--- src/rtl/nlfsr_masked_perm_if.sv ---
// Handshake and data bundle between the masked TinyJAMBU datapath controller
// (master), the randomness source and the permutation engine (slave).
//
// Signals (widths follow SHARES and RND_W):
//   start       master -> engine   begin a permutation (sampled only when idle)
//   num_steps   master -> engine   number of W-bit steps, captured with start
//   state_in    master -> engine   initial shared state, share j at [j*128 +: 128]
//   key_in      master -> engine   shared key, same layout, stable while busy
//   rand_in     source -> engine   fresh randomness for one step
//   rand_valid  source -> engine   rand_in holds a fresh word
//   rand_ready  engine -> source   engine takes rand_in this cycle
//   busy        engine -> master   permutation in progress
//   done        engine -> master   one-cycle completion pulse
//   state_out   engine -> master   shared state register, layout as state_in
interface nlfsr_masked_perm_if #(
  parameter int SHARES = 3,
  parameter int RND_W  = 96
);
  logic                    start;
  logic [11:0]             num_steps;
  logic [SHARES*128-1:0]   state_in;
  logic [SHARES*128-1:0]   key_in;
  logic [RND_W-1:0]        rand_in;
  logic                    rand_valid;
  logic                    rand_ready;
  logic                    busy;
  logic                    done;
  logic [SHARES*128-1:0]   state_out;

  modport master (
    output start, num_steps, state_in, key_in, rand_in, rand_valid,
    input  rand_ready, busy, done, state_out
  );

  modport slave (
    input  start, num_steps, state_in, key_in, rand_in, rand_valid,
    output rand_ready, busy, done, state_out
  );
endinterface

--- src/rtl/nlfsr_masked_perm_ctrl.sv ---
// Masked TinyJAMBU permutation engine. Holds a (SEC_ORDER+1)-share 128-bit
// NLFSR state and advances it STEP_WIDTH rounds per step. The nonlinear tap
// of every round is a nand_HPC2 gadget fed from a per-step fresh-randomness
// register; the engine waits GADGET_LAT cycles per step with gadget inputs
// frozen, and requests the next step's randomness in the last cycle of the
// current one so a continuous source gives zero bubbles.
//
// Ports:
//   clk     clock
//   rst     synchronous active-high reset (aborts, clears state, no done)
//   bus_if  slave side of nlfsr_masked_perm_if (start/num_steps/state/key,
//           randomness handshake, busy/done, state_out)
//
// state    | meaning
// ---------+------------------------------------------------------------
// IDLE     | waiting for start; state_out holds the last result
// WAIT_RND | rand_ready high, waiting for fresh randomness of this step
// EVAL     | gadgets evaluating; latency counter 0..GADGET_LAT-1
// DONE     | one-cycle done pulse, then back to IDLE
module nlfsr_masked_perm_ctrl #(
  parameter int SEC_ORDER  = 2,
  parameter int STEP_WIDTH = 32,
  parameter int GADGET_LAT = 2,
  parameter int RND_W      = STEP_WIDTH*SEC_ORDER*(SEC_ORDER+1)/2
) (
  input  logic                 clk,
  input  logic                 rst,
  nlfsr_masked_perm_if.slave   bus_if
);

  localparam int SHARES = SEC_ORDER + 1;
  localparam int RPG    = SEC_ORDER*(SEC_ORDER+1)/2;   // fresh bits per gadget
  localparam int LAT_W  = (GADGET_LAT > 1) ? $clog2(GADGET_LAT) : 1;
  localparam logic [LAT_W-1:0] LAT_LAST = LAT_W'(GADGET_LAT-1);

  typedef enum logic [1:0] {IDLE, WAIT_RND, EVAL, DONE} state_e;

  state_e                fsm_q;
  logic [127:0]          s_q [SHARES];
  logic [RND_W-1:0]      fresh_q;
  logic [11:0]           num_q;
  logic [11:0]           step_q;
  logic [LAT_W-1:0]      lat_q;
  logic                  busy_q;
  logic                  done_q;
  logic                  rdy_q;

  logic [STEP_WIDTH-1:0] fb_d [SHARES];
  logic [6:0]            key_off;
  logic                  last_lat;
  logic                  final_step;
  logic                  next_final;

  // Index of the fresh bit shared by the share pair (x, y), x != y,
  // enumerating unordered pairs row by row.
  function automatic int pair_idx(input int x, input int y);
    int lo;
    int hi;
    lo = (x < y) ? x : y;
    hi = (x < y) ? y : x;
    return lo*SHARES - (lo*(lo+1))/2 + (hi - lo - 1);
  endfunction

  assign last_lat   = (lat_q == LAT_LAST);
  assign final_step = (step_q + 12'd1 == num_q);
  assign next_final = (step_q + 12'd2 == num_q);

  // Key bit for round (step*W + i) is key[(off + i) mod 128]; rotating each
  // key share right by off keeps the per-bit index constant.
  always_comb begin
    logic [127:0]      k_sh;
    logic [127:0]      k_rot;
    logic [SHARES-1:0] a;
    logic [SHARES-1:0] b;
    logic              c;
    logic              r;
    k_sh    = '0;
    k_rot   = '0;
    a       = '0;
    b       = '0;
    c       = 1'b0;
    r       = 1'b0;
    key_off = 7'(int'(step_q) * STEP_WIDTH);
    for (int j = 0; j < SHARES; j++) fb_d[j] = '0;
    for (int i = 0; i < STEP_WIDTH; i++) begin
      for (int j = 0; j < SHARES; j++) begin
        a[j] = s_q[j][70+i];
        b[j] = s_q[j][85+i];
      end
      for (int j = 0; j < SHARES; j++) begin
        // HPC2 output share j: a_j b_j ^ sum_k (~a_j r_jk ^ a_j (b_k ^ r_jk)).
        // Only share j of a meets other shares of b, always through r_jk.
        c = a[j] & b[j];
        for (int k = 0; k < SHARES; k++) begin
          if (k != j) begin
            r = fresh_q[i*RPG + pair_idx(j, k)];
            c = c ^ (~a[j] & r) ^ (a[j] & (b[k] ^ r));
          end
        end
        // NAND: invert a single share of the AND result.
        if (j == 0) c = ~c;
        k_sh  = bus_if.key_in[j*128 +: 128];
        k_rot = (k_sh >> key_off) | (k_sh << (8'd128 - {1'b0, key_off}));
        fb_d[j][i] = s_q[j][i] ^ s_q[j][47+i] ^ s_q[j][91+i] ^ c ^ k_rot[i];
      end
    end
  end

  always_ff @(posedge clk) begin
    if (rst) begin
      fsm_q   <= IDLE;
      busy_q  <= 1'b0;
      done_q  <= 1'b0;
      rdy_q   <= 1'b0;
      fresh_q <= '0;
      num_q   <= '0;
      step_q  <= '0;
      lat_q   <= '0;
      for (int j = 0; j < SHARES; j++) s_q[j] <= '0;
    end else begin
      case (fsm_q)
        IDLE: begin
          done_q <= 1'b0;
          if (bus_if.start) begin
            for (int j = 0; j < SHARES; j++) s_q[j] <= bus_if.state_in[j*128 +: 128];
            num_q  <= bus_if.num_steps;
            step_q <= '0;
            if (bus_if.num_steps == 12'd0) begin
              fsm_q  <= DONE;
              done_q <= 1'b1;
            end else begin
              fsm_q  <= WAIT_RND;
              busy_q <= 1'b1;
              rdy_q  <= 1'b1;
            end
          end
        end

        WAIT_RND: begin
          if (bus_if.rand_valid) begin
            fresh_q <= bus_if.rand_in;
            lat_q   <= '0;
            fsm_q   <= EVAL;
            // With single-cycle gadgets the first EVAL cycle is already the
            // prefetch cycle.
            rdy_q   <= (GADGET_LAT == 1) && !final_step;
          end
        end

        EVAL: begin
          if (last_lat) begin
            for (int j = 0; j < SHARES; j++) s_q[j] <= {fb_d[j], s_q[j][127:STEP_WIDTH]};
            step_q <= step_q + 12'd1;
            if (final_step) begin
              fsm_q  <= DONE;
              busy_q <= 1'b0;
              done_q <= 1'b1;
              rdy_q  <= 1'b0;
            end else if (bus_if.rand_valid) begin
              fresh_q <= bus_if.rand_in;
              lat_q   <= '0;
              rdy_q   <= (GADGET_LAT == 1) && !next_final;
            end else begin
              fsm_q <= WAIT_RND;
              rdy_q <= 1'b1;
            end
          end else begin
            lat_q <= lat_q + 1'b1;
            rdy_q <= (lat_q + 1'b1 == LAT_LAST) && !final_step;
          end
        end

        DONE: begin
          done_q <= 1'b0;
          fsm_q  <= IDLE;
        end

        default: fsm_q <= IDLE;
      endcase
    end
  end

  assign bus_if.rand_ready = rdy_q;
  assign bus_if.busy       = busy_q;
  assign bus_if.done       = done_q;

  for (genvar g = 0; g < SHARES; g++) begin : g_out
    assign bus_if.state_out[g*128 +: 128] = s_q[g];
  end

endmodule

--- src/flat_wrapper.sv ---
// flat-port wrapper written by rule: the top's interface ports become plain ports
module nlfsr_masked_perm_ctrl_flat 
#(
  parameter int SEC_ORDER  = 2,
  parameter int STEP_WIDTH = 32,
  parameter int GADGET_LAT = 2,
  parameter int RND_W      = STEP_WIDTH*SEC_ORDER*(SEC_ORDER+1)/2
)
  (clk, rst, bus_if_start, bus_if_num_steps, bus_if_state_in, bus_if_key_in, bus_if_rand_in, bus_if_rand_valid, bus_if_rand_ready, bus_if_busy, bus_if_done, bus_if_state_out);
  nlfsr_masked_perm_if #(.RND_W(RND_W)) bus_if_i ();
  input  logic clk;
  input  logic rst;
  input wire logic [$bits(bus_if_i.start)-1:0] bus_if_start;
  input wire logic [$bits(bus_if_i.num_steps)-1:0] bus_if_num_steps;
  input wire logic [$bits(bus_if_i.state_in)-1:0] bus_if_state_in;
  input wire logic [$bits(bus_if_i.key_in)-1:0] bus_if_key_in;
  input wire logic [$bits(bus_if_i.rand_in)-1:0] bus_if_rand_in;
  input wire logic [$bits(bus_if_i.rand_valid)-1:0] bus_if_rand_valid;
  output wire logic [$bits(bus_if_i.rand_ready)-1:0] bus_if_rand_ready;
  output wire logic [$bits(bus_if_i.busy)-1:0] bus_if_busy;
  output wire logic [$bits(bus_if_i.done)-1:0] bus_if_done;
  output wire logic [$bits(bus_if_i.state_out)-1:0] bus_if_state_out;
  assign bus_if_i.start = bus_if_start;
  assign bus_if_i.num_steps = bus_if_num_steps;
  assign bus_if_i.state_in = bus_if_state_in;
  assign bus_if_i.key_in = bus_if_key_in;
  assign bus_if_i.rand_in = bus_if_rand_in;
  assign bus_if_i.rand_valid = bus_if_rand_valid;
  assign bus_if_rand_ready = bus_if_i.rand_ready;
  assign bus_if_busy = bus_if_i.busy;
  assign bus_if_done = bus_if_i.done;
  assign bus_if_state_out = bus_if_i.state_out;
  nlfsr_masked_perm_ctrl #(.SEC_ORDER(SEC_ORDER), .STEP_WIDTH(STEP_WIDTH), .GADGET_LAT(GADGET_LAT), .RND_W(RND_W)) u_core (.clk(clk), .rst(rst), .bus_if(bus_if_i));
endmodule
--- config.mk ---
export PLATFORM = sky130hd
export DESIGN_NAME = nlfsr_masked_perm_ctrl_flat
export DESIGN_NICKNAME = d
export VERILOG_FILES = /design/src/rtl/nlfsr_masked_perm_if.sv /design/src/rtl/nlfsr_masked_perm_ctrl.sv /design/src/flat_wrapper.sv
export SDC_FILE = /design/constraint.sdc
export NUM_CORES = 1
export LEC_CHECK = 0
export ABC_AREA = 1
export CAP_MARGIN = 20
export CORE_AREA = 5 5 491 493
export CTS_BUF_LIST = sky130_fd_sc_hd__clkbuf_16
export DETAILED_ROUTE_END_ITERATION = 10
export DIE_AREA = 0 0 496 498
export PLACE_DENSITY = 0.41
export SYNTH_ARGS = -nofsm -noshare
export SYNTH_HDL_FRONTEND = slang
export SYNTH_SLANG_ARGS = --single-unit
export TNS_END_PERCENT = 30
--- constraint.sdc ---
create_clock -name clk -period 17.3 [get_ports clk]
set_clock_uncertainty 0.1 [all_clocks]
set_input_delay 1.73 -clock clk [delete_from_list [all_inputs] [get_ports clk]]
set_output_delay 1.73 -clock clk [all_outputs]
set_load 0.03 [all_outputs]
# Yosys cells after proc, flatten, opt, wreduce, memory -nomap -nowiden
# Memory sizes are Yosys's and may differ from the RTL's.
# Index checks and enable logic that the tools add are counted.
# W data, S select, Z words.
[word_totals] register_bits=126 ramBits=384 in_bits=880 output_inout_bits=387 word_cells=1670 mem_count=1
[mem_list] memory="u_core.s_q" depth=3 word_bits=128 rd=3 rd_clocked_by_memory_dff=0 wr=3 line="nlfsr_masked_perm_ctrl.sv:39" text="logic [127:0] s_q [SHARES];"
[op_classes] addsub=3 eq_ne=11 shift=6 n_mux=48 bitwise=1577 n_reduce_logical=16
[op_table] operator="$xor A1 B1 Y1" count=960
[op_table] operator="$mux W128" count=6
[op_table] operator="$and A1 B1 Y1" count=480
[op_table] operator="$shl A128 B8 Y32" count=3
[op_table] operator="$shr A128 B7 Y32" count=3
[op_table] operator="$mux W96" count=3
[op_table] operator="$pmux W96 S2" count=1
[op_table] operator="$not A1 Y1" count=128
[op_table] operator="$or A32 B32 Y32" count=3
[op_table] operator="$mux W1" count=24
[op_table] operator="$mux W12" count=2
[op_table] operator="$pmux W12 S2" count=1
[op_table] operator="$add A12 B1 Y12 const B" count=1
[op_table] operator="$eq A12 B12 Y1" count=1
[op_table] operator="$logic_not A12 Y1" count=1
[op_table] operator="$mux W2" count=6
[op_table] operator="$reduce_and A3 Y1" count=3
[op_table] operator="$ne A2 B2 Y1 const B" count=4
[op_table] operator="$pmux W2 S4" count=1
[op_table] operator="$reduce_and A4 Y1" count=2
[op_table] operator="$sub A8 B7 Y8 const A" count=1
[op_table] operator="$or A1 B1 Y1" count=6
[op_table] operator="$pmux W1 S3" count=2
[op_table] operator="$reduce_bool A3 Y1" count=2
[op_table] operator="12 further kinds" count=17

# Logic depth before layout (Yosys ltp)
# Gate-level depths: netlist of the first run.
# An unclocked memory read counts as a cell.
[logic_depth] word_depth=11 depth_mapped=18 mapped_depth_nobuf=16

# Least setup slack after synthesis of the first run
# OpenSTA, ideal clock, no wires.
[synth_timing] path_kind="input-to-reg" startpoint="input port rst" endpoint="memory u_core.s_q[0][0] (enable)" setup_ns=3.745 t_arrival_ns=10.991 t_required_ns=13.455 setup_slack_ns=2.464 path_stages=5 path_buffers=2 cell_sequence="nor2_2 > nand2_1 > clkbuf_1 > clkbuf_1 > nand3_1"
[synth_lines] item="start, declared" line="flat_wrapper.sv:12" text="input logic rst;"
[synth_lines] item="end, declared" line="nlfsr_masked_perm_ctrl.sv:39"

==> flow_metrics.tcl, run 1 <==
set metrics [dict create \
    cts-buffers-inserted 77 \
    holdCritPathClass "reg2reg" \
    area_growth_pct 60.9 \
    number_of_levels_in_the_clock_h_tree 3 \
    worst_supply_voltage_drop_on_vdd_mv 0.0767 \
    post_synth_fa_ha_maj_area_fraction 0.00237 \
    vias_in_the_first_global_route 32900 \
    max_slew.worst_pin.slew_ns 1.30 \
    critical-path-max-stage-delay_ns 0.89 \
    worstPathMaxFanout 134 \
    grt_setup_unrepaired "false" \
    groute.usage.overall 0.243 \
    netlist_instances 3662 \
    fp-row-count 179 \
    mux_share_of_post_synthesis_cell_area 0.00506 \
    route.final.wire_length_um 314000 \
    die_y_extent_um 498 \
    achievable-frequency_mhz 164 \
    totalNegativeSetupSlack_ns 0 \
    post_synthesis_simple_gate_area_fraction 0.128 \
    synth_top_family_by_area "compound AO/OA/AOI/OAI gates" \
    crit_required_ns 17.54 \
    routabilityCongestion 0.854 \
    synthXorXnorAreaFrac 0.155 \
    post-route-min-period_ns 6.10 \
    routed-wl-met2_um 147000 \
    timing.setup.critical_path_class "in2reg" \
    setup_viol_count_final 0 \
    cp.arrival_ns 6.34 \
    end_kind "flip-flop" \
    startpoint_type "input port" \
    wire_per_inst_um 38.4 \
    seq_area_frac_synth 0.444 \
    period_share 0.353 \
    max-clock-path-buffers 3 \
    die-width_um 496 \
    outcome "complete, no violations" \
    cts.hold.buffers_added 0 \
    design.core.area_um2 237000 \
    maximum_number_of_pins_on_one_net_before_global_route_repair 150 \
    post_route_cells_drive_above_1_share 0.0492 \
    p_leak_nw 18.5 \
    drt_iter0_drc 3193 \
    finalMaxSlewViolations 0 \
    maxSlewHeadroom 0.133 \
    globalRoute.totalOverflow 0 \
    antenna_found_initial 146 \
    cts_tree "built" \
    route.detailed.vias_per_inst 4.15 \
    layout.nets 5766 \
    syn-num-nets 4548 \
    root_buffer "sky130_fd_sc_hd__clkbuf_16" \
    maxCapViolCount 0 \
    postCtsSetupRepairBufs 0 \
    dpl_worst_slack_ns 10.45 \
    grt_first_pass_wirelength_um 383000 \
    port_buffers 1266 \
    worst_setup_hold_path_clk_slew_ns 0.05 \
    first_pass_iters 5 \
    worst_path_max_delay_cell "sky130_fd_sc_hd__buf_4" \
    synth_compound_area_frac 0.212 \
    floorplan.io_pins 1267 \
    top_signal_layer_used "met5" \
    worstSkewPairLatency_ns 0.76 \
    vias 33900 \
    ys_warn_count 0 \
    power-per-cell-area_nw_per_um2 168 \
    syn_avg_cell_area_um2 8.64 \
    hpwl_after_detailed_placement_um 263000 \
    synth_edf_count 384 \
    final_hold_viol_count 0 \
    top_flip_flop_cell_by_instance_count_after_synthesis "sky130_fd_sc_hd__edfxtp_1" \
    synthesized_cell_area_um2 31700 \
    initial_core_util 0.134 \
    count_of_fill_cells_added_during_filler_insertion 26200 \
    met1Wirelength_um 133000 \
    met3_wirelength_um 26100 \
    die_area_um2 247000 \
    fin_util 0.215 \
    post_cts_resize_count 0 \
    yosysUniqueCellTypes 36 \
    synth.ff_latch_count 510 \
    cp_cell_sequence "clkdlybuf4s50_1 > nor2_4 > nand2_4 > nand3_4 > buf_12 > buf_4" \
    synth_async_sr_flop_share 0 \
    final.setup.worst_slack_ns 11.20 \
    route.antenna.remaining_nets 0 \
    clock_sinks 510 \
    number_of_design_rule_violations_left_after_detail_routing 0 \
]
[registers in the layout, summed over array words and instances, names as in the netlist]
signal,count
u_core.s_q,384
u_core.fresh_q,96
u_core.num_q,12
u_core.step_q,12
u_core.fsm_q,2
u_core.bus_if.busy,1
u_core.bus_if.done,1
u_core.bus_if.rand_ready,1
u_core.last_lat,1
[final cells by class]
class	instances	area [um2]	share of cell area
well taps	3167	3960	0.0778
repair buffers	1365	13500	0.264
multi-input cells	2718	15900	0.313
clock buffers	77	1930	0.0378
diodes	55	138	0.00270
clock inverters	66	637	0.0125
flip-flops and latches	510	14100	0.276
inverters	208	798	0.0157
[report_power, final]
part	switching, mW	total, mW	internal (mW)
combinational	3.01	4.44	1.43
sequential	0.698	2.43	1.73
clock	0.729	1.67	0.943
[final timing paths]
check	depth (start not counted)	startpoint	slack [ns]	endpoint
worst max-delay path	6	rst	11.20	u_core.s_q[0][201]
worst min-delay path	2	u_core.fresh_q[30]	0.39	u_core.fresh_q[30]
worst min register to register	2	u_core.fresh_q[30]	0.39	u_core.fresh_q[30]
worst max register to register	8	u_core.step_q[0]	11.85	u_core.s_q[0][372]
[per-layer routing]
| metal | track usage | vias to the layer above |
|---|---|---|
| met4 | 0.0528 | 94 |
| li1 | - | 15200 |
| met1 | 0.310 | 16600 |
| met2 | 0.403 | 1664 |
| met5 | 0 | - |
| met3 | 0.0719 | 347 |
[metrics by stage]
| step | power (mW) | hold WS [ns] | area, um2 | instances |
|---|---|---|---|---|
| floorplan | 4.26 | 0.354 | 31700 | 3662 |
| global placement | 6.98 | 0.364 | 48200 | 7966 |
| detailed placement | 6.99 | 0.375 | 48200 | 7967 |
| CTS | 8.71 | 0.388 | 50800 | 8110 |
| global route | 8.92 | 0.408 | 50800 | 8122 |
| finish | 8.54 | 0.389 | 50900 | 8166 |
[cell families after synthesis]
family | count (synthesis)
multiplexers | 16
AND/OR/NAND/NOR | 1031
AO/OA/AOI/OAI | 1104
XOR/XNOR | 561
buffers and inverters | 434
flip-flops | 510
adder cells (fa/ha/maj) | 6
[cell usage after synthesis (5+ instances only)]
cell type,instances,area (um2)
sky130_fd_sc_hd__a21oi_1,256,1280
sky130_fd_sc_hd__a22o_1,172,1510
sky130_fd_sc_hd__a32o_1,102,1020
sky130_fd_sc_hd__buf_1,9,33.8
sky130_fd_sc_hd__buf_2,21,105
sky130_fd_sc_hd__buf_6,6,67.6
sky130_fd_sc_hd__clkbuf_1,188,706
sky130_fd_sc_hd__dfxtp_1,126,2520
sky130_fd_sc_hd__edfxtp_1,384,11500
sky130_fd_sc_hd__ha_1,6,75.1
sky130_fd_sc_hd__inv_1,206,773
sky130_fd_sc_hd__mux2i_1,16,160
sky130_fd_sc_hd__nand2_1,683,2560
sky130_fd_sc_hd__nand3_1,64,320
sky130_fd_sc_hd__nand4_1,6,37.5
sky130_fd_sc_hd__nor2_1,254,953
sky130_fd_sc_hd__nor2_2,6,37.5
sky130_fd_sc_hd__o21ai_0,554,2770
sky130_fd_sc_hd__o21ai_1,5,25.0
sky130_fd_sc_hd__o22ai_1,11,68.8
sky130_fd_sc_hd__or2_2,9,56.3
sky130_fd_sc_hd__xnor2_1,211,1850
sky130_fd_sc_hd__xor2_1,350,3070
[cells in the final DEF (no fill, tap or decap), drive strengths merged]
| cell type | n |
|---|---|
| o211ai | 1 |
| a21oi | 256 |
| nor2 | 261 |
| bufinv | 8 |
| diode | 55 |
| nor3 | 2 |
| nand3b | 2 |
| buf | 99 |
| xor2 | 350 |
| a22oi | 1 |
| o22ai | 11 |
| xnor2 | 211 |
| clkbuf | 77 |
| a22o | 172 |
| nand3 | 66 |
| nand4 | 6 |
| nand2 | 685 |
| clkinvlp | 3 |
| a32oi | 1 |
| clkinv | 31 |
| or2 | 9 |
| o21ai | 559 |
| o21bai | 1 |
| a32o | 102 |
| inv | 232 |
| edfxtp | 384 |
| mux2i | 16 |
| clkdlybuf4s50 | 1266 |
| ha | 6 |
| dfxtp | 126 |
[critical path, delay by kind of cell]
| family | cells | cell delay, ns |
|---|---|---|
| and+or+nand+nor | 3 | 1.94 |
| buffers and inverters | 3 | 2.41 |
(Power assumes the default switching activity.)
==> inputs of run 2 (changes only) <==
clock period = 6.1 ns   (was 17.3 ns; I/O delays follow)
==> run 2 against run 1 <==
Combinational power rose to 2.8 times the previous value. Largest cell class unchanged. Total power rose to 2.8 times the previous value. Sequential power increased to 2.9 times the previous value. Sequential share of layout area hardly changed. Core utilization about the same. Global-route usage up 0.65 points. Critical endpoint is now u_core.fresh_q[74].
==> flow_metrics.tcl, run 2 (synthesis results as in run 1) <==
set metrics [dict create \
    fin_util 0.216 \
    p_leak_nw 18.4 \
    p_clk_frac 0.193 \
    post-route-min-period_ns 4.24 \
    grt_first_pass_wirelength_um 392000 \
    clock_sinks 510 \
    worst_path_max_delay_cell "sky130_fd_sc_hd__dfxtp_4" \
    instances_no_fill 8191 \
    cp_cell_sequence "ha_1 > nand2_1 > nor2_2 > nand2_1 > nand2_1 > nand2_1 > nand2_1 > nor2_1 > nand3_2 > inv_2 > nand3_2 > nand2_4 > inv_4 > buf_4 > nor2_1 > nor2_1" \
    post_cts_resize_count 0 \
    max_slew.worst_pin.slew_ns 1.20 \
    comb_power_share 0.510 \
    worstReg2RegEnd "u_core.fresh_q[74]" \
    maximum_number_of_pins_on_one_net_before_global_route_repair 140 \
    floorplan.io_pins 1267 \
    first_pass_iters 5 \
    dp_cells 7957 \
    worstSkewPairLatency_ns 0.73 \
    outcome "complete, no violations" \
    die_area_um2 247000 \
    setup_viol_count_final 0 \
    maxSlewHeadroom 0.197 \
    fin_hold_ws_ns 0.372 \
    layout.nets 5758 \
    number_of_levels_in_the_clock_h_tree 3 \
    holdPathStages 2 \
    cts.hold.buffers_added 0 \
    vias 34500 \
    area_growth_pct 61.0 \
    holdCritPathClass "reg2reg" \
    antenna_found_initial 228 \
    worst_setup_hold_path_clk_slew_ns 0.05 \
    period_share 0.696 \
    worstReg2RegStart "u_core.step_q[1]" \
    postCtsSetupRepairBufs 0 \
    route.detailed.vias_per_inst 4.21 \
    timing.setup.critical_path_class "reg2reg" \
    port_buffers 1266 \
    cp.arrival_ns 4.79 \
    groute.usage.overall 0.249 \
    largest-register "u_core.s_q" \
    most-common-layout-cells "sky130_fd_sc_hd__clkdlybuf4s50_1 (1,266), sky130_fd_sc_hd__nand2_1 (682), sky130_fd_sc_hd__o21ai_0 (554)" \
    cts-buffers-inserted 79 \
    fin_total_pwr_mw 24.1 \
    design.core.area_um2 237000 \
    max-clock-path-buffers 3 \
    routabilityCongestion 0.830 \
    min_from "u_core.bus_if.busy" \
    setup.reg_to_reg.worst_slack_ns 1.86 \
    achievable-frequency_mhz 236 \
    switchingPower_mw 12.5 \
    worst_path_dominant_cell_family "simple AND/OR/NAND/NOR gates" \
    finalMaxSlewViolations 0 \
    number_of_design_rule_violations_left_after_detail_routing 0 \
    critical_path.n_buffers_inverters 3 \
    final.setup.worst_slack_ns 1.86 \
    r2r.worst_path.cells 16 \
    route.antenna.remaining_nets 0 \
    cts_tree "built" \
    totalNegativeSetupSlack_ns 0 \
    min_to "u_core.bus_if.busy" \
    initial_core_util 0.134 \
    end_kind "flip-flop" \
    seqPwrFrac 0.297 \
    critical-path-max-stage-delay_ns 0.88 \
    largest_reg_flops 384 \
    die-width_um 496 \
    design_area_um2 51000 \
    crit_required_ns 6.64 \
    vias_in_the_first_global_route 33100 \
    switching_share 0.519 \
    post_route_cells_drive_above_1_share 0.0470 \
    dpl-instance-area_um2 48300 \
    globalRoute.totalOverflow 0 \
    commonest_non_fill_non_tap_cell_in_the_layout "sky130_fd_sc_hd__clkdlybuf4s50_1" \
    critical_path.most_common_cell "sky130_fd_sc_hd__nand2_1" \
    root_buffer "sky130_fd_sc_hd__clkbuf_16" \
    fp-row-count 179 \
    die_y_extent_um 498 \
    final_hold_viol_count 0 \
    largest_registers "u_core.s_q (384), u_core.fresh_q (96)" \
    wire_per_inst_um 39.3 \
    dpl_worst_slack_ns 1.76 \
    route.final.wire_length_um 322000 \
    hpwl_after_detailed_placement_um 272000 \
    startpoint_type "flip-flop" \
    worstPathMaxFanout 67 \
    power-per-cell-area_nw_per_um2 472 \
    grt_setup_unrepaired "false" \
    internal_power_mw 11.6 \
    maxCapViolCount 0 \
    worst_supply_voltage_drop_on_vdd_mv 0.180 \
    drt_iter0_drc 3653 \
]
==> run 2: changes by cell type in the layout (fill, tap and decap cells not counted), moves of 4 or more <==
cell                        delta
sky130_fd_sc_hd__buf_4        -18
sky130_fd_sc_hd__bufinv_16     -4
sky130_fd_sc_hd__diode_2      +31
sky130_fd_sc_hd__clkbuf_16     +5
sky130_fd_sc_hd__clkinv_1      +5
==> run 2: worst max path at each step <==
stage,to,slack (ns),startpoint,cells past startpoint
finish,u_core.fresh_q[74],1.86,u_core.step_q[1],16
global route,u_core.fresh_q[57],1.57,u_core.step_q[1],16
CTS,u_core.fresh_q[57],1.73,u_core.step_q[1],16
floorplan,u_core.s_q[0][0],0.13,u_core.fsm_q[0],9
global placement,u_core.fresh_q[71],1.81,u_core.step_q[1],16
detailed placement,u_core.fresh_q[60],1.76,u_core.step_q[1],16
==> run 2: routing by layer <==
layer,part of all wire,global-route usage,vias up
li1,-,-,15200
met4,0.020,0.0494,150
met1,0.40,0.305,16900
met5,0.0031,0,-
met3,0.11,0.101,394
met2,0.47,0.412,1808
==> run 2: worst register-to-register path, stage by stage (launching register included) <==
cell and delay (ns):
sky130_fd_sc_hd__dfxtp_4 0.88, sky130_fd_sc_hd__ha_1 0.33, sky130_fd_sc_hd__nand2_1 0.15, sky130_fd_sc_hd__nor2_2 0.19
sky130_fd_sc_hd__nand2_1 0.09, sky130_fd_sc_hd__nand2_1 0.10, sky130_fd_sc_hd__nand2_1 0.06, sky130_fd_sc_hd__nand2_1 0.06
sky130_fd_sc_hd__nor2_1 0.05, sky130_fd_sc_hd__nand3_2 0.11, sky130_fd_sc_hd__inv_2 0.05, sky130_fd_sc_hd__nand3_2 0.11
sky130_fd_sc_hd__nand2_4 0.28, sky130_fd_sc_hd__inv_4 0.81, sky130_fd_sc_hd__buf_4 0.57, sky130_fd_sc_hd__nor2_1 0.11
sky130_fd_sc_hd__nor2_1 0.11
==> run 2: area by class of cell <==
class	count	area, um2
clock inverters	65	453
multi-input cells	2718	15900
well taps	3167	3960
flip-flops and latches	510	14100
fillers	26200	186000
diodes	86	215
clock buffers	82	2050
inverters	208	801
repair buffers	1355	13500
==> run 2: power by group through the flow <==
stage	Sequential, mW	Clock (mW)	Combinational [mW]
after floorplan	7.19	0	4.73
after CTS	7.20	4.79	12.6
after global placement	7.28	0	12.4
after detailed placement	7.25	0	12.5
after global routing	7.25	4.87	13.0
final	7.16	4.65	12.3
==> inputs of run 3 (changes only) <==
clock period = 4.35 ns   (was 6.1 ns; I/O delays follow)
==> run 3 against run 2 <==
First-iteration DRC count fell by 13%. Count of clock-buffer cells in the layout shrank 5. Cell count decreased by 0.33%. Die area stayed put. Sequential share of layout area decreased by 0.13 points. Worst hold slack worse by 0.16 ns. Maximum frequency rose by 24%. Via count is 0.39% lower. Core utilization increased by 0.11 points. Global-route usage is 0.17 points lower. Largest cell class unchanged. Highest routed layer unchanged.
==> flow_metrics.tcl, run 3 (synthesis results as in run 1) <==
set metrics [dict create \
    outcome "complete, no violations" \
    seqCellArea_um2 14100 \
    groute.usage.overall 0.248 \
    met1Wirelength_um 132000 \
    die_y_extent_um 498 \
    setup.reg_to_reg.worst_slack_ns 0.94 \
    grt_setup_unrepaired "false" \
    instances_no_fill 8164 \
    largest_reg_flops 384 \
    holdPathStages 3 \
    worst_supply_voltage_drop_on_vdd_mv 0.328 \
    period_share 0.784 \
    switchingPower_mw 17.7 \
    worst_path_max_delay_cell "sky130_fd_sc_hd__buf_4" \
    critical-path-max-stage-delay_ns 0.34 \
    antenna_found_initial 199 \
    vias_in_the_first_global_route 33400 \
    worstReg2RegStart "u_core.fsm_q[1]" \
    wire_per_inst_um 39.2 \
    dpl_worst_slack_ns 0.869 \
    cp_cell_sequence "inv_1 > ha_1 > nand2_1 > nor2_1 > buf_4 > inv_1 > nor2_4 > buf_12 > buf_4 > nand2_1 > o21ai_0" \
    internal_power_mw 16.4 \
    largest_registers "u_core.s_q (384), u_core.fresh_q (96)" \
    finalMaxSlewViolations 0 \
    p_leak_nw 18.6 \
    max_slew.worst_pin.slew_ns 1.22 \
    final_hold_viol_count 0 \
    p_clk_frac 0.195 \
    post_cts_resize_count 0 \
    commonest_non_fill_non_tap_cell_in_the_layout "sky130_fd_sc_hd__clkdlybuf4s50_1" \
    route.antenna.remaining_nets 0 \
    worst_setup_sp "u_core.fsm_q[1]" \
    die_area_um2 247000 \
    vias 34400 \
    maxSlewHeadroom 0.190 \
    number_of_design_rule_violations_left_after_detail_routing 0 \
    grt_first_pass_wirelength_um 392000 \
    postCtsSetupRepairBufs 0 \
    dpl-instance-area_um2 48600 \
    area_taken_by_multi_input_logic_gates_um2 16000 \
    startpoint_type "flip-flop" \
    worstSkewPairLatency_ns 0.74 \
    routabilityCongestion 0.879 \
    r2r.worst_path.cells 11 \
    post_route_cells_drive_above_1_share 0.0513 \
    area_growth_pct 61.8 \
    clock_sinks 510 \
    port_buffers 1266 \
    number_of_levels_in_the_clock_h_tree 3 \
    design_area_um2 51200 \
    holdCritPathClass "in2reg" \
    post-route-min-period_ns 3.41 \
    worst_setup_hold_path_clk_slew_ns 0.06 \
    drt_iter0_drc 3170 \
    hpwl_after_detailed_placement_um 272000 \
    comb_power_share 0.510 \
    globalRoute.totalOverflow 0 \
    worstReg2RegEnd "u_core.s_q[0][59]" \
    final.setup.worst_slack_ns 0.938 \
    first_pass_iters 6 \
    route.detailed.vias_per_inst 4.21 \
    largest-register "u_core.s_q" \
    design.core.area_um2 237000 \
    crit_path_to "u_core.s_q[0][59]" \
    initial_core_util 0.134 \
    worstPathMaxFanout 46 \
    root_buffer "sky130_fd_sc_hd__clkbuf_16" \
    setup_viol_count_final 0 \
    met3_wirelength_um 28100 \
    most-common-layout-cells "sky130_fd_sc_hd__clkdlybuf4s50_1 (1,266), sky130_fd_sc_hd__nand2_1 (682), sky130_fd_sc_hd__o21ai_0 (553)" \
    floorplan.io_pins 1267 \
    max-clock-path-buffers 3 \
    cts_tree "built" \
    achievable-frequency_mhz 293 \
    timing.setup.critical_path_class "reg2reg" \
    count_of_fill_cells_added_during_filler_insertion 26200 \
    layout.nets 5772 \
    top_signal_layer_used "met5" \
    crit_required_ns 4.72 \
    fin_total_pwr_mw 34.0 \
    maxCapViolCount 0 \
    route.final.wire_length_um 320000 \
    switching_share 0.519 \
    die-width_um 496 \
    routed-wl-met2_um 152000 \
    seqPwrFrac 0.295 \
    cts-buffers-inserted 76 \
    end_kind "flip-flop" \
    dp_cells 7975 \
    fin_util 0.217 \
    power-per-cell-area_nw_per_um2 665 \
    fp-row-count 179 \
    maximum_number_of_pins_on_one_net_before_global_route_repair 144 \
    cp.arrival_ns 3.78 \
    cts.hold.buffers_added 0 \
]
run 3: how the worst min path moves through the flow:
stage,startpoint,to,slack [ns]
final,bus_if_num_steps[5],u_core.num_q[5],0.21
after global routing,bus_if_num_steps[4],u_core.num_q[4],0.18
after CTS,bus_if_num_steps[7],u_core.num_q[7],0.13
after detailed placement,u_core.fresh_q[33],u_core.fresh_q[33],0.37
after global placement,u_core.fresh_q[78],u_core.fresh_q[78],0.37
after floorplan,u_core.fresh_q[57],u_core.fresh_q[57],0.35
run 3: final cells by class:
class,count,share of cell area
clock inverters,63,0.0122
repair buffers,1372,0.269
well taps,3167,0.0773
clock buffers,77,0.0376
diodes,49,0.00239
inverters,208,0.0157
multi-input cells,2718,0.312
flip-flops and latches,510,0.275
run 3: through the flow:
step / setup TNS [ns] / hold slack (ns)
4_1_cts: 0 / 0.131
3_5_place_dp: 0 / 0.371
2_1_floorplan: -405.16 / 0.354
6_report: 0 / 0.209
5_1_grt: 0 / 0.176
3_3_place_gp: 0 / 0.370
run 3: power groups by stage:
stage | Sequential, mW | Combinational (mW) | Clock (mW)
2_1_floorplan | 10.1 | 6.64 | 0
3_3_place_gp | 10.2 | 17.7 | 0
3_5_place_dp | 10.1 | 17.7 | 0
4_1_cts | 10.1 | 17.8 | 6.83
5_1_grt | 10.1 | 18.4 | 6.95
6_report | 10.0 | 17.4 | 6.63
run 3: per-layer routing:
layer	vias to the layer above	track usage
li1	15200	-
met1	16900	0.304
met2	1741	0.419
met3	403	0.0838
met4	138	0.0506
met5	-	0
run 3: worst max-delay path, delay by kind of cell (launching register included):
kind,cells,cell delay (ns)
simple gates,4,0.86
buf+inv,5,1.17
fa+ha+maj,1,0.27
flops,1,0.33
compound gates,1,0.27
